===== src/rtl/div5_pkg.sv =====
// Shared constants and FSM state type for the digit-serial divide-by-5 datapath.
// Optional build macro handled by the top: DIV5_LEADING_ZERO_SKIP_EN.
package div5_pkg;

  localparam int WIDTH = 64;
  localparam int DIG_W = 3;
  localparam int RES_W = 3;
  localparam int NDIG  = (WIDTH + DIG_W - 1) / DIG_W;
  localparam int PAD_W = NDIG * DIG_W;
  localparam int CNT_W = $clog2(NDIG);

  typedef enum logic [1:0] {
    IDLE = 2'd0,
    RUN  = 2'd1,
    DONE = 2'd2
  } state_t;

endpackage


===== src/rtl/div5_digit_serial_if.sv =====
// Dividend-in / result-out handshake bundle for div5_digit_serial.
// A transfer happens on a rising clk edge where valid and ready are both 1; a
// producer holds valid and its payload stable until that edge, and ready never
// depends combinationally on valid.
interface div5_digit_serial_if;
  import div5_pkg::*;

  logic             in_valid;
  logic             in_ready;
  logic [WIDTH-1:0] in_dividend;
  logic             out_valid;
  logic             out_ready;
  logic [WIDTH-1:0] out_quotient;
  logic [RES_W-1:0] out_remainder;

  modport slave (
    input  in_valid, in_dividend, out_ready,
    output in_ready, out_valid, out_quotient, out_remainder
  );

  modport master (
    output in_valid, in_dividend, out_ready,
    input  in_ready, out_valid, out_quotient, out_remainder
  );

endinterface


===== src/rtl/div5_digit_cell.sv =====
// Combinational radix-8 divide-by-5 step: v = 8*r + d, q = v/5, r' = v mod 5.
// With r in 0..4, v stays below 40, so q always fits in 3 bits.
module div5_digit_cell
  import div5_pkg::*;
(
  input  logic [RES_W-1:0] i_r,
  input  logic [DIG_W-1:0] i_d,
  output logic [DIG_W-1:0] o_q,
  output logic [RES_W-1:0] o_r
);

  logic [RES_W+DIG_W-1:0] w_v;

  assign w_v = {i_r, i_d};
  assign o_q = DIG_W'(w_v / 6'd5);
  assign o_r = RES_W'(w_v % 6'd5);

endmodule


===== src/rtl/div5_digit_serial.sv =====
// Iterating divide-by-5 stage: one 3-bit dividend digit per clock, MSB first.
// Define DIV5_LEADING_ZERO_SKIP_EN to skip leading all-zero digits at accept.
module div5_digit_serial
  import div5_pkg::*;
(
  input  logic                clk,
  input  logic                rst,
  div5_digit_serial_if.slave  bus,
  output state_t              o_state
);

  state_t            r_state, w_state_nxt;
  logic [PAD_W-1:0]  r_shift, w_shift_nxt;
  logic [WIDTH-1:0]  r_quot,  w_quot_nxt;
  logic [RES_W-1:0]  r_res,   w_res_nxt;
  logic [CNT_W-1:0]  r_count, w_count_nxt;

  logic              w_in_ready;
  logic              w_out_valid;
  logic [PAD_W-1:0]  w_pad;
  logic [PAD_W-1:0]  w_load_shift;
  logic [CNT_W-1:0]  w_load_count;
  logic              w_load_zero;
  logic [DIG_W-1:0]  w_q;
  logic [RES_W-1:0]  w_r;

  assign w_pad = {{(PAD_W-WIDTH){1'b0}}, bus.in_dividend};

`ifdef DIV5_LEADING_ZERO_SKIP_EN
  logic [CNT_W-1:0]  w_top;
  logic              w_any;

  // Highest non-zero digit wins because later loop iterations overwrite.
  always_comb begin
    w_top = '0;
    w_any = 1'b0;
    for (int i = 0; i < NDIG; i++) begin
      if (w_pad[i*DIG_W +: DIG_W] != '0) begin
        w_top = CNT_W'(i);
        w_any = 1'b1;
      end
    end
  end

  assign w_load_shift = w_pad << (DIG_W * (NDIG - 1 - int'(w_top)));
  assign w_load_count = w_top;
  assign w_load_zero  = ~w_any;
`else
  assign w_load_shift = w_pad;
  assign w_load_count = CNT_W'(NDIG - 1);
  assign w_load_zero  = 1'b0;
`endif

  div5_digit_cell u_cell (
    .i_r (r_res),
    .i_d (r_shift[PAD_W-1 -: DIG_W]),
    .o_q (w_q),
    .o_r (w_r)
  );

  always_comb begin
    w_state_nxt = r_state;
    w_shift_nxt = r_shift;
    w_quot_nxt  = r_quot;
    w_res_nxt   = r_res;
    w_count_nxt = r_count;
    w_in_ready  = 1'b0;
    w_out_valid = 1'b0;
    unique case (r_state)
      IDLE: begin
        w_in_ready = 1'b1;
        if (bus.in_valid) begin
          w_shift_nxt = w_load_shift;
          w_quot_nxt  = '0;
          w_res_nxt   = '0;
          w_count_nxt = w_load_count;
          w_state_nxt = w_load_zero ? DONE : RUN;
        end
      end
      RUN: begin
        // Only the low WIDTH quotient bits are kept; the two padding bits are always 0.
        w_shift_nxt = {r_shift[PAD_W-DIG_W-1:0], {DIG_W{1'b0}}};
        w_quot_nxt  = {r_quot[WIDTH-DIG_W-1:0], w_q};
        w_res_nxt   = w_r;
        if (r_count == '0) begin
          w_state_nxt = DONE;
        end else begin
          w_count_nxt = r_count - CNT_W'(1);
        end
      end
      DONE: begin
        w_out_valid = 1'b1;
        if (bus.out_ready) begin
          w_state_nxt = IDLE;
        end
      end
      default: begin
        w_state_nxt = IDLE;
      end
    endcase
  end

  always_ff @(posedge clk) begin
    if (rst) begin
      r_state <= IDLE;
      r_shift <= '0;
      r_quot  <= '0;
      r_res   <= '0;
      r_count <= '0;
    end else begin
      r_state <= w_state_nxt;
      r_shift <= w_shift_nxt;
      r_quot  <= w_quot_nxt;
      r_res   <= w_res_nxt;
      r_count <= w_count_nxt;
    end
  end

  assign bus.in_ready      = w_in_ready;
  assign bus.out_valid     = w_out_valid;
  assign bus.out_quotient  = r_quot;
  assign bus.out_remainder = r_res;
  assign o_state           = r_state;

endmodule

===== src/flat_wrapper.sv =====
// flat-port wrapper written by rule: the top's interface ports become plain ports
module div5_digit_serial_flat import div5_pkg::*;
  (clk, rst, o_state, bus_in_valid, bus_in_dividend, bus_out_ready, bus_in_ready, bus_out_valid, bus_out_quotient, bus_out_remainder);
  div5_digit_serial_if bus_i ();
  input  logic clk;
  input  logic rst;
  output state_t o_state;
  input wire logic [$bits(bus_i.in_valid)-1:0] bus_in_valid;
  input wire logic [$bits(bus_i.in_dividend)-1:0] bus_in_dividend;
  input wire logic [$bits(bus_i.out_ready)-1:0] bus_out_ready;
  output wire logic [$bits(bus_i.in_ready)-1:0] bus_in_ready;
  output wire logic [$bits(bus_i.out_valid)-1:0] bus_out_valid;
  output wire logic [$bits(bus_i.out_quotient)-1:0] bus_out_quotient;
  output wire logic [$bits(bus_i.out_remainder)-1:0] bus_out_remainder;
  assign bus_i.in_valid = bus_in_valid;
  assign bus_i.in_dividend = bus_in_dividend;
  assign bus_i.out_ready = bus_out_ready;
  assign bus_in_ready = bus_i.in_ready;
  assign bus_out_valid = bus_i.out_valid;
  assign bus_out_quotient = bus_i.out_quotient;
  assign bus_out_remainder = bus_i.out_remainder;
  div5_digit_serial u_core (.clk(clk), .rst(rst), .bus(bus_i), .o_state(o_state));
endmodule

===== config.mk =====
export PLATFORM = sky130hd
export DESIGN_NAME = div5_digit_serial_flat
export DESIGN_NICKNAME = d
export VERILOG_FILES = /design/src/rtl/div5_pkg.sv /design/src/rtl/div5_digit_serial_if.sv /design/src/rtl/div5_digit_cell.sv /design/src/rtl/div5_digit_serial.sv /design/src/flat_wrapper.sv
export SDC_FILE = /design/constraint.sdc
export NUM_CORES = 1
export LEC_CHECK = 0
export ABC_AREA = 1
export BUFFER_PORTS_ARGS = -buffer_cell sky130_fd_sc_hd__clkbuf_2
export CAP_MARGIN = 20
export CORE_MARGIN = 1.5
export CORE_UTILIZATION = 53
export DETAILED_ROUTE_END_ITERATION = 8
export GPL_TIMING_DRIVEN = 0
export PLACE_DENSITY_LB_ADDON = 0.3
export SLEW_MARGIN = 15
export SYNTH_ARGS = -nofsm -noshare
export SYNTH_HDL_FRONTEND = slang
export SYNTH_SLANG_ARGS = --single-unit

===== constraint.sdc =====
create_clock -name clk -period 2.45 [get_ports clk]
set_input_delay 0.49 -clock clk [delete_from_list [all_inputs] [get_ports clk]]
set_output_delay 0.49 -clock clk [all_outputs]
set_load 0.05 [all_outputs]

==> run summary <==
multi-input logic area = 2480 sq um
CP Capture Type = flip-flop
max_slew headroom = 0.616
Pint = 4.24 mW
full die area = 11200 sq um
period utilisation layout = 0.938
fmax = 435 MHz
Reg area = 2810 sq um
antenna viol nets, final = 0
fin. max-slew vios = 0
Post-Synthesis Cells = 760
root buf cell = clkbuf_8
Worst EP required = 2880 ps
Seq/Total Area, Yosys = 0.500
syn nets = 832
register share of total power = 0.429
Tightest Pin Transition = 576 ps
# fillers = 888
Residual DRC = 0
first-pass GRT wire length = 23200 microns
R2R Setup Slk = 150 ps
Routed WL per cell = 13.1 microns
# diodes = 0
grt total ovfl = 0
initial drt markers = 360
Via Count = 5722
combinational power share = 0.157
final instance area = 7080 sq um
compound-cell area share of the yosys netlist = 0.203
CTS clock-pin slew for the worst setup and hold paths = 60 ps
GRT Resource Usage Total = 0.254
Switching Share = 0.290
final RePlAce weighted congestion = 0.859
H-tree depth = 4
final worst path period need = 2300 ps
Fin. Hold Viols = 0
Post-synth EDFFs = 0
most frequent cells after synthesis = 279 x nand2_1, 140 x dfxtp_1, 75 x a21oi_1
Synth Area in XOR/XNOR = 0
die width = 106 microns
Yosys top cell area share = 0.500
hold crit path type = input port to flip-flop
Worst Clk Skew = 7.52 ps
asr flop ratio synth = 0
initial antenna violation count = 0
top-count cell post-synth = nand2_1
Die Y = 106 microns
drt first pass iters = 7
IO Pins = 139
clk sinks = 140
Pleak = 2.94 nW
syn avg cell area = 7.38 sq um
CP Class = flip-flop to flip-flop
largest net degree at the start of global routing = 17
vias in the first global route = 5051
Max VDD drop = 0.479 mV
port bufs = 137
Sw Pwr = 1.74 mW
Synth Register Bits = 140
total clock buffers created by CTS = 17
vias per cell = 5.36
hpwl dp = 9600 microns
Area contributors post-synth = dfxtp_1 50%, nand2_1 19%, a31oi_1 7.1%
DP Area = 6460 sq um
Yosys warnings = 0
CTS tree = done
simple-gate share of the synthesized area = 0.228
clock network power share = 0.413
Synth Flop Type = dfxtp_1
Arr. time, crit path = 2730 ps
Core Util, Final = 0.689
status = complete, no violations
Synth area leader = dfxtp_1
post-synth design cell area = 5610 sq um
area delta synth->final = 26.4%
maximum fanout along the worst path = 7
clock insertion delay at the later pin of the skew report = 510 ps
Initial Util = 0.545
PwrDens = 844 nW/um^2
layout cells sized above 1 = 0.219
row cnt = 37
Post-CTS Hold Fix Bufs = 0
final WL = 14000 microns
post-synthesis mux area share = 0
Max Cap Violations = 0
Core Region = 10300 sq um
Synth Area in Adders = 0.00893
final net count = 991
Worst setup SP type = flip-flop
CTS max path bufs = 2
Setup-failing EPs final = 0
largest family of logic cells by synthesized area = simple AND/OR/NAND/NOR gates
Synth cell types = 23
-- repair_timing --
item                       in CTS  in global routing
gates resized for setup         0                 12
setup endpoints to repair       0                  4
hold endpoints to repair        0                  0
buffers inserted                0                  3
-- kinds of logic after synthesis --
| group | after synthesis |
|---|---|
| AOI/OAI and AO/OA | 210 |
| adders and majority gates | 4 |
| DFF | 140 |
| buffers and inverters | 84 |
| and+or+nand+nor | 322 |
-- area by class of cell --
| type | count | share of cell area |
|---|---|---|
| Buffer | 56 | 0.0323 |
| Clock buffer | 19 | 0.0609 |
| Clock inverter | 13 | 0.0200 |
| Inverter | 28 | 0.0148 |
| Multi-Input combinational cell | 536 | 0.351 |
| Sequential cell | 140 | 0.397 |
| Tap cell | 136 | 0.0240 |
| Timing Repair Buffer | 140 | 0.100 |
-- metrics by stage --
| stage | hold slack, ps | instances | setup WS, ps | setup TNS (ps) | total power, mW |
|---|---|---|---|---|---|
| after floorplan | 441 | 760 | 83.2 | 0 | 3.26 |
| after global placement | 451 | 1033 | 220 | 0 | 3.52 |
| after detailed placement | 456 | 1033 | 152 | 0 | 3.53 |
| after CTS | 205 | 1065 | 56.7 | 0 | 5.99 |
| after global routing | 212 | 1068 | -5.56 | -5.56 | 6.26 |
| final | 221 | 1068 | 152 | 0 | 5.98 |
-- placed cells by master (no fill, tap or decap), types with 4 or more instances in the layout --
cell / count
nand2_1: 278
clkbuf_2: 137
dfxtp_1: 136
a21oi_1: 74
o21ai_0: 66
a31oi_1: 64
clkbuf_1: 45
inv_1: 22
clkbuf_16: 16
nand3_1: 15
nor2_1: 10
nand2_2: 10
inv_2: 6
buf_1: 6
buf_2: 4
buf_4: 4
-- flip-flops by register name, summed over array words and instances (netlist names) --
signal / flops
u_core.r_shift: 66
u_core.r_count: 5
u_core.o_state: 2
u_core.bus.out_remainder: 3
u_core.bus.out_quotient: 64
-- power by group through the flow --
stage | clock (mW) | combinational [mW] | sequential, mW
after global routing | 2.61 | 1.06 | 2.59
final | 2.47 | 0.940 | 2.57
after CTS | 2.50 | 0.929 | 2.56
after floorplan | 0 | 0.645 | 2.61
after global placement | 0 | 0.909 | 2.61
after detailed placement | 0 | 0.919 | 2.61
-- critical path, cell delays in order (launching register included) --
cell and delay [ps]:
dfxtp_4 390, inv_1 60, nand2_2 70, nand3_1 90, nand2_2 120, nand3_1 150, nand3_2 150, nand2_2 70
buf_4 130, nand3_1 50, nand2_1 80, inv_2 80, ha_2 170, inv_1 60, nor2_2 80, inv_1 70
nand2_4 80, nand2_4 60, nand2_1 60, nand3_1 70, a21oi_1 120
-- layer usage --
layer  up-vias  routed length (microns)  track usage
met1      2632                     6420        0.335
li1       2850                        -            -
met4         0                      176       0.0647
met5         -                        0            0
met3        23                      843       0.0575
met2       217                     6570        0.421
-- worst paths after layout --
kind,startpoint,to,cells after the start
max,u_core.bus.out_remainder[2],u_core.bus.out_remainder[1],20
min,bus_in_dividend[0],u_core.r_shift[0],3
max reg2reg,u_core.bus.out_remainder[2],u_core.bus.out_remainder[1],20
min reg2reg,u_core.r_shift[62],u_core.r_shift[65],2
No activity file was read; power rests on OpenSTA's default activity.
